## src/rtl/sample_scheduler_pkg.sv

```systemverilog
// sample_scheduler_pkg: shared state encoding and counter sizing for the sample scheduler.
package sample_scheduler_pkg;

    typedef enum logic [1:0] {IDLE, ISSUE, DRAIN, DONE} state_t;

    localparam int MAX_INFLIGHT_DEFAULT = 4;

    // One extra bit so the counter can hold the full depth.
    function automatic int cnt_width(input int depth);
        return $clog2(depth) + 1;
    endfunction

    localparam int OUT_CNT_W = cnt_width(MAX_INFLIGHT_DEFAULT);

endpackage

```

## src/rtl/sample_scheduler_index_fifo.sv

```systemverilog
// index_fifo: in-order synchronous FIFO of sample indices with valid/ready on both sides.
module index_fifo
    import sample_scheduler_pkg::*;
#(
    parameter int WIDTH = 10,
    parameter int DEPTH = 4
) (
    input  logic             clk,
    input  logic             rst,
    input  logic             in_valid_i,
    output logic             in_ready_o,
    input  logic [WIDTH-1:0] in_data_i,
    output logic             out_valid_o,
    input  logic             out_ready_i,
    output logic [WIDTH-1:0] out_data_o
);
    localparam int AW = $clog2(DEPTH);
    localparam int CW = cnt_width(DEPTH);

    logic [WIDTH-1:0] mem_q [DEPTH];
    logic [AW-1:0]    wr_q, rd_q;
    logic [CW-1:0]    cnt_q;
    logic             push, pop;

    assign in_ready_o  = cnt_q != CW'(DEPTH);
    assign out_valid_o = cnt_q != '0;
    assign out_data_o  = mem_q[rd_q];
    assign push        = in_valid_i & in_ready_o;
    assign pop         = out_valid_o & out_ready_i;

    always_ff @(posedge clk) begin
        if (rst) begin
            for (int i = 0; i < DEPTH; i++) mem_q[i] <= '0;
            wr_q  <= '0;
            rd_q  <= '0;
            cnt_q <= '0;
        end else begin
            if (push) begin
                mem_q[wr_q] <= in_data_i;
                wr_q        <= wr_q + AW'(1);
            end
            if (pop) rd_q <= rd_q + AW'(1);
            cnt_q <= cnt_q + CW'(push) - CW'(pop);
        end
    end

endmodule

```

## src/rtl/sample_scheduler.sv

```systemverilog
// sample_scheduler: issues sample indices to the forward pass, replays them to the error
// fetcher in order, bounds samples in flight and counts retired deltas into epochs.
module sample_scheduler
    import sample_scheduler_pkg::*;
#(
    parameter int SAMPLE_ADDR_SIZE = 10,
    parameter int EPOCH_WIDTH      = 16,
    parameter int MAX_INFLIGHT     = 4
) (
    input  logic                        clk,
    input  logic                        rst,
    input  logic                        start_i,
    input  logic [SAMPLE_ADDR_SIZE-1:0] last_index_i,
    input  logic [EPOCH_WIDTH-1:0]      epochs_i,
    output logic [SAMPLE_ADDR_SIZE-1:0] fwd_sample_index_o,
    output logic                        fwd_valid_o,
    input  logic                        fwd_ready_i,
    output logic [SAMPLE_ADDR_SIZE-1:0] err_sample_index_o,
    output logic                        err_valid_o,
    input  logic                        err_ready_i,
    input  logic                        delta_retire_i,
    input  logic                        error_in_i,
    output logic                        busy_o,
    output logic                        done_o,
    output logic                        error_flag_o,
    output logic [EPOCH_WIDTH-1:0]      epoch_count_o
);
    localparam int SA = SAMPLE_ADDR_SIZE;
    localparam int EW = EPOCH_WIDTH;
    localparam int CW = cnt_width(MAX_INFLIGHT);

    state_t        state_q, state_d;
    logic [SA-1:0] last_q, last_d, next_q, next_d, ret_q, ret_d;
    logic [EW-1:0] epochs_q, epochs_d, issued_q, issued_d, epoch_cnt_q, epoch_cnt_d;
    logic [CW-1:0] out_q, out_d;
    logic          fwd_valid_q, fwd_valid_d, busy_q, busy_d, done_q, done_d;
    logic          err_flag_q, err_flag_d;
    logic          fifo_ready, fwd_hs, retire;

    // Occupancy never exceeds outstanding, so the FIFO gate only guards a protocol breach.
    assign fwd_valid_o        = fwd_valid_q & fifo_ready;
    assign fwd_hs             = fwd_valid_o & fwd_ready_i;
    assign retire             = delta_retire_i & (out_q != '0);
    assign fwd_sample_index_o = next_q;
    assign busy_o             = busy_q;
    assign done_o             = done_q;
    assign error_flag_o       = err_flag_q;
    assign epoch_count_o      = epoch_cnt_q;

    index_fifo #(
        .WIDTH(SA),
        .DEPTH(MAX_INFLIGHT)
    ) u_fifo (
        .clk        (clk),
        .rst        (rst),
        .in_valid_i (fwd_hs),
        .in_ready_o (fifo_ready),
        .in_data_i  (next_q),
        .out_valid_o(err_valid_o),
        .out_ready_i(err_ready_i),
        .out_data_o (err_sample_index_o)
    );

    always_comb begin
        state_d     = state_q;
        last_d      = last_q;
        epochs_d    = epochs_q;
        next_d      = next_q;
        issued_d    = issued_q;
        ret_d       = ret_q;
        epoch_cnt_d = epoch_cnt_q;
        out_d       = out_q + CW'(fwd_hs) - CW'(retire);
        err_flag_d  = err_flag_q | (error_in_i & (state_q != IDLE));
        if (retire) begin
            ret_d       = ret_q == last_q ? '0 : ret_q + SA'(1);
            epoch_cnt_d = epoch_cnt_q + EW'(ret_q == last_q);
        end
        if (fwd_hs) begin
            next_d   = next_q == last_q ? '0 : next_q + SA'(1);
            issued_d = issued_q + EW'(next_q == last_q);
        end
        case (state_q)
            IDLE: if (start_i) begin
                last_d      = last_index_i;
                epochs_d    = epochs_i;
                next_d      = '0;
                issued_d    = '0;
                ret_d       = '0;
                epoch_cnt_d = '0;
                err_flag_d  = 1'b0;
                state_d     = epochs_i == '0 ? DONE : ISSUE;
            end
            ISSUE: if (issued_d == epochs_q) state_d = DRAIN;
            DRAIN: if (out_q == '0 && !err_valid_o) state_d = DONE;
            DONE:  state_d = IDLE;
        endcase
        fwd_valid_d = (state_d == ISSUE) && (out_d < CW'(MAX_INFLIGHT));
        busy_d      = (state_d == ISSUE) || (state_d == DRAIN);
        done_d      = state_d == DONE;
    end

    always_ff @(posedge clk) begin
        if (rst) begin
            state_q     <= IDLE;
            last_q      <= '0;
            epochs_q    <= '0;
            next_q      <= '0;
            issued_q    <= '0;
            ret_q       <= '0;
            epoch_cnt_q <= '0;
            out_q       <= '0;
            fwd_valid_q <= 1'b0;
            busy_q      <= 1'b0;
            done_q      <= 1'b0;
            err_flag_q  <= 1'b0;
        end else begin
            state_q     <= state_d;
            last_q      <= last_d;
            epochs_q    <= epochs_d;
            next_q      <= next_d;
            issued_q    <= issued_d;
            ret_q       <= ret_d;
            epoch_cnt_q <= epoch_cnt_d;
            out_q       <= out_d;
            fwd_valid_q <= fwd_valid_d;
            busy_q      <= busy_d;
            done_q      <= done_d;
            err_flag_q  <= err_flag_d;
        end
    end

endmodule

```

## config.mk

```make
export PLATFORM = sky130hd
export DESIGN_NAME = sample_scheduler
export DESIGN_NICKNAME = d
export VERILOG_FILES = /design/src/rtl/sample_scheduler_pkg.sv /design/src/rtl/sample_scheduler_index_fifo.sv /design/src/rtl/sample_scheduler.sv
export SDC_FILE = /design/constraint.sdc
export NUM_CORES = 1
export LEC_CHECK = 0
export CAP_MARGIN = 20
export CORE_AREA = 2 2 129 131
export DETAILED_ROUTE_END_ITERATION = 8
export DIE_AREA = 0 0 131 133
export HOLD_SLACK_MARGIN = 0.08
export PLACE_DENSITY = 0.71
export SLEW_MARGIN = 20
export SYNTH_ARGS = -nofsm -noshare
export SYNTH_HDL_FRONTEND = slang
export SYNTH_SLANG_ARGS = --single-unit
```

## constraint.sdc

```tcl
create_clock -name clk -period 5.7 [get_ports clk]
set_input_delay 0.855 -clock clk [delete_from_list [all_inputs] [get_ports clk]]
set_output_delay 0.855 -clock clk [all_outputs]
set_load 0.1 [all_outputs]
```

==> impl_metrics.py <==
metrics = {
    "setup_path": {
        "crit_required_ns": 6.04,
        "cp-start-kind": "flop",
        "worstPathMaxFanout": 8,
        "end_kind": "flop",
        "arrival_ns": 4.48,
        "worstSetupPathType": "flop to flop",
    },
    "synth": {
        "yosys.cell_types.count": 55,
        "ys_seq_elements": 136,
        "yosysWarningCount": 0,
        "yosys_most_used_dff": "dfxtp_1",
        "syn_avg_cell_area_um2": 9.63,
        "synthArstFlopShare_pct": 0,
        "synth_fp_nets": 701,
        "synth-seq-area-share_pct": 49.6,
        "synth_cells": 654,
        "synth_edf_count": 40,
        "syn_area_um2": 6300,
    },
    "clocking": {
        "numCtsBuffers": 17,
        "cts_root_buf": "clkbuf_16",
        "insertion_delay_ns": 0.42,
        "clkSlewWorstSetupHoldPaths_ns": 0.06,
        "cts_tree": "done",
        "cts_num_sinks": 136,
        "post_cts_buffers": 0,
        "clockBufferDepth": 2,
        "ctsResizeCount": 0,
        "hold_buffers": 0,
        "cts_htree_levels": 4,
    },
    "global_routing": {
        "antenna_found_initial": 0,
        "gr-max-usage-layer": "met2",
        "use_met1_pct": 22.2,
        "grt_pass1_vias": 4412,
        "grt_overflow": 0,
        "use_met2_pct": 24.0,
        "grt_max_degree": 28,
        "grt_usage_pct": 16.3,
        "grt_pass1_wl_mm": 22.2,
        "grtUsageMet3_pct": 5.18,
    },
    "floorplanning": {
        "initial_utilization_pct": 38.9,
        "die_w_um": 131,
        "rows": 47,
        "die-area_um2": 17400,
        "core_area_um2": 16200,
        "die_h_um": 133,
        "boundaryPins": 74,
    },
    "layout": {
        "layout_commonest_cell": "dfxtp_1",
        "areaGrowthSynthToFinish_pct": 23.9,
        "fin_nets": 769,
        "multi_input_area_um2": 2980,
        "diodes": 0,
        "fillers": 1479,
        "drive_gt1_share_pct": 7.07,
        "regArea_um2": 3120,
        "mostFrequentLayoutCells": "dfxtp_1 (96), nand2_1 (93), nor2_1 (88)",
    },
    "placed_design": {
        "place_ws_ns": 1.63,
        "dpl.hpwl_mm": 9.72,
        "finalWeightedCongestion": 0.858,
        "portBuffers": 73,
    },
    "routing": {
        "drc_errors": 0,
        "dr.first_iter.drc_count": 304,
        "ant_nets": 0,
        "wire_per_inst_um": 14.0,
        "first_pass_iters": 4,
        "totalWireLength_mm": 13.4,
        "avgViaCountPerCell": 4.91,
        "vias": 4690,
    },
    "timing": {
        "period_needed_ns": 4.14,
        "worst_slew_pin_slew_ns": 1.08,
        "final.setup.tns_ns": 0,
        "clock_skew_ns": 0.0106,
        "grt_setup_unrepaired": "no",
        "drv_slew": 0,
        "setup_ws_ns": 1.56,
        "setup_viol": 0,
        "max_slew_margin_pct": 27.3,
        "hold_violations": 0,
        "fmax_ghz": 0.242,
        "period_share_pct": 72.6,
    },
    "outcome": {
        "outcome": "complete, no violations",
    },
    "power_and_ir_drop": {
        "peakVddDrop_mv": 0.235,
        "p_leak_uw": 0.00283,
        "powerDensity_nw_per_um2": 370,
    },
    "run": {
        "maxCapViolations": 0,
    },
    "hold_path": {
        "hold_class": "flop to flop",
    },
}
==> kinds of logic (layout without fill, tap and decap cells) <==
logic type	after synthesis	in the layout	share of synthesized area, %
muxes	16	16	4.55
AOI/OAI and AO/OA	66	66	6.20
and+or+nand+nor	293	293	22.4
DFF	136	136	49.6
xor gates and xnor gates	79	79	11.2
buffers and inverters	50	131	3.04
adders and majority gates	14	14	3.02
==> worst paths after layout <==
path	start	to	slack [ns]	depth (start not counted)
worst max register to register	fwd_sample_index_o[5]	busy_o	1.56	14
worst min-delay path	error_flag_o	error_flag_o	0.45	2
worst min register to register	error_flag_o	error_flag_o	0.45	2
worst max-delay path	fwd_sample_index_o[5]	busy_o	1.56	14
==> Yosys cell counts (3+ instances only) <==
cell      instances  area share [%]
dfxtp_1          96              31
mux2i_1           5            0.79
nor4b_1           3            0.42
mux4_2           10             3.6
buf_2             3            0.24
inv_1            21             1.3
or3_1             7            0.70
xor2_1           35             4.9
nand4_1          17             1.7
and2_1           13             1.3
nor2_1           88             5.2
edfxtp_1         40              19
nor3b_1           3            0.36
or4_1             3            0.36
nor2b_1           6            0.60
nand2_1          93             5.5
ha_1             12             2.4
nor4_1           12             1.2
xnor2_1          43             6.0
nand3_1          12            0.95
clkbuf_1         24             1.4
o21ai_0           7            0.56
nand2b_1          5            0.50
a21oi_1          36             2.9
o21ai_1           6            0.48
nor3_1            7            0.56
and3_1           13             1.3
==> sequential cells by signal, summed over array words and instances (netlist names), 2 cells and up, named ones only <==
signal / flops
epoch_count_o: 16
u_fifo.cnt_q: 3
u_fifo.mem_q: 40
u_fifo.rd_q: 2
issued_q: 16
epochs_q: 16
ret_q: 10
out_q: 3
fwd_sample_index_o: 10
state_q: 2
u_fifo.wr_q: 2
last_q: 10
==> layer usage <==
metal	wire (um)	part of all wire (%)	vias up
li1	-	-	2383
met1	6350	47	2191
met2	6000	45	97
met3	795	5.9	19
met4	225	1.7	0
met5	0	0	-
==> where the power goes <==
part / internal [uW] / total, uW / switching [uW]
Combinational: 236 / 689 / 453
Clock: 646 / 1060 / 417
Sequential: 1060 / 1130 / 75.0
==> metrics by stage <==
stage | cell area (um^2) | total power (uW) | hold slack, ns | std cells | util [%]
after global placement | 7230 | 1840 | 0.436 | 923 | 44.7
after floorplan | 6300 | 1680 | 0.437 | 654 | -
final | 7800 | 2890 | 0.455 | 955 | 48.3
after global routing | 7800 | 3020 | 0.478 | 955 | 48.3
after detailed placement | 7230 | 1850 | 0.443 | 923 | 44.7
after CTS | 7800 | 2920 | 0.455 | 955 | 48.3
==> critical path, cell delays in order, from the launching register on <==
cell and delay, ns:
dfxtp_1 0.48, xnor2_1 0.17, nand4_1 0.12, nor4_1 0.38, ha_1 0.29, ha_1 0.26
nand3_2 0.17, nor4_2 0.59, nand2_1 0.17, a31o_1 0.25, a2111oi_0 0.38, and4_4 0.33
nor3_1 0.06, ha_1 0.31, nor2_1 0.09
==> area by class of cell <==
type	instances	share of cell area [%]
clock buffers	19	5.55
clock inverters	13	1.88
inverters	22	1.06
multi-input cells	468	38.2
flip-flops and latches	136	40.0
well taps	220	3.53
repair buffers	77	9.75
Note: power is estimated with default switching activity, not from simulation.
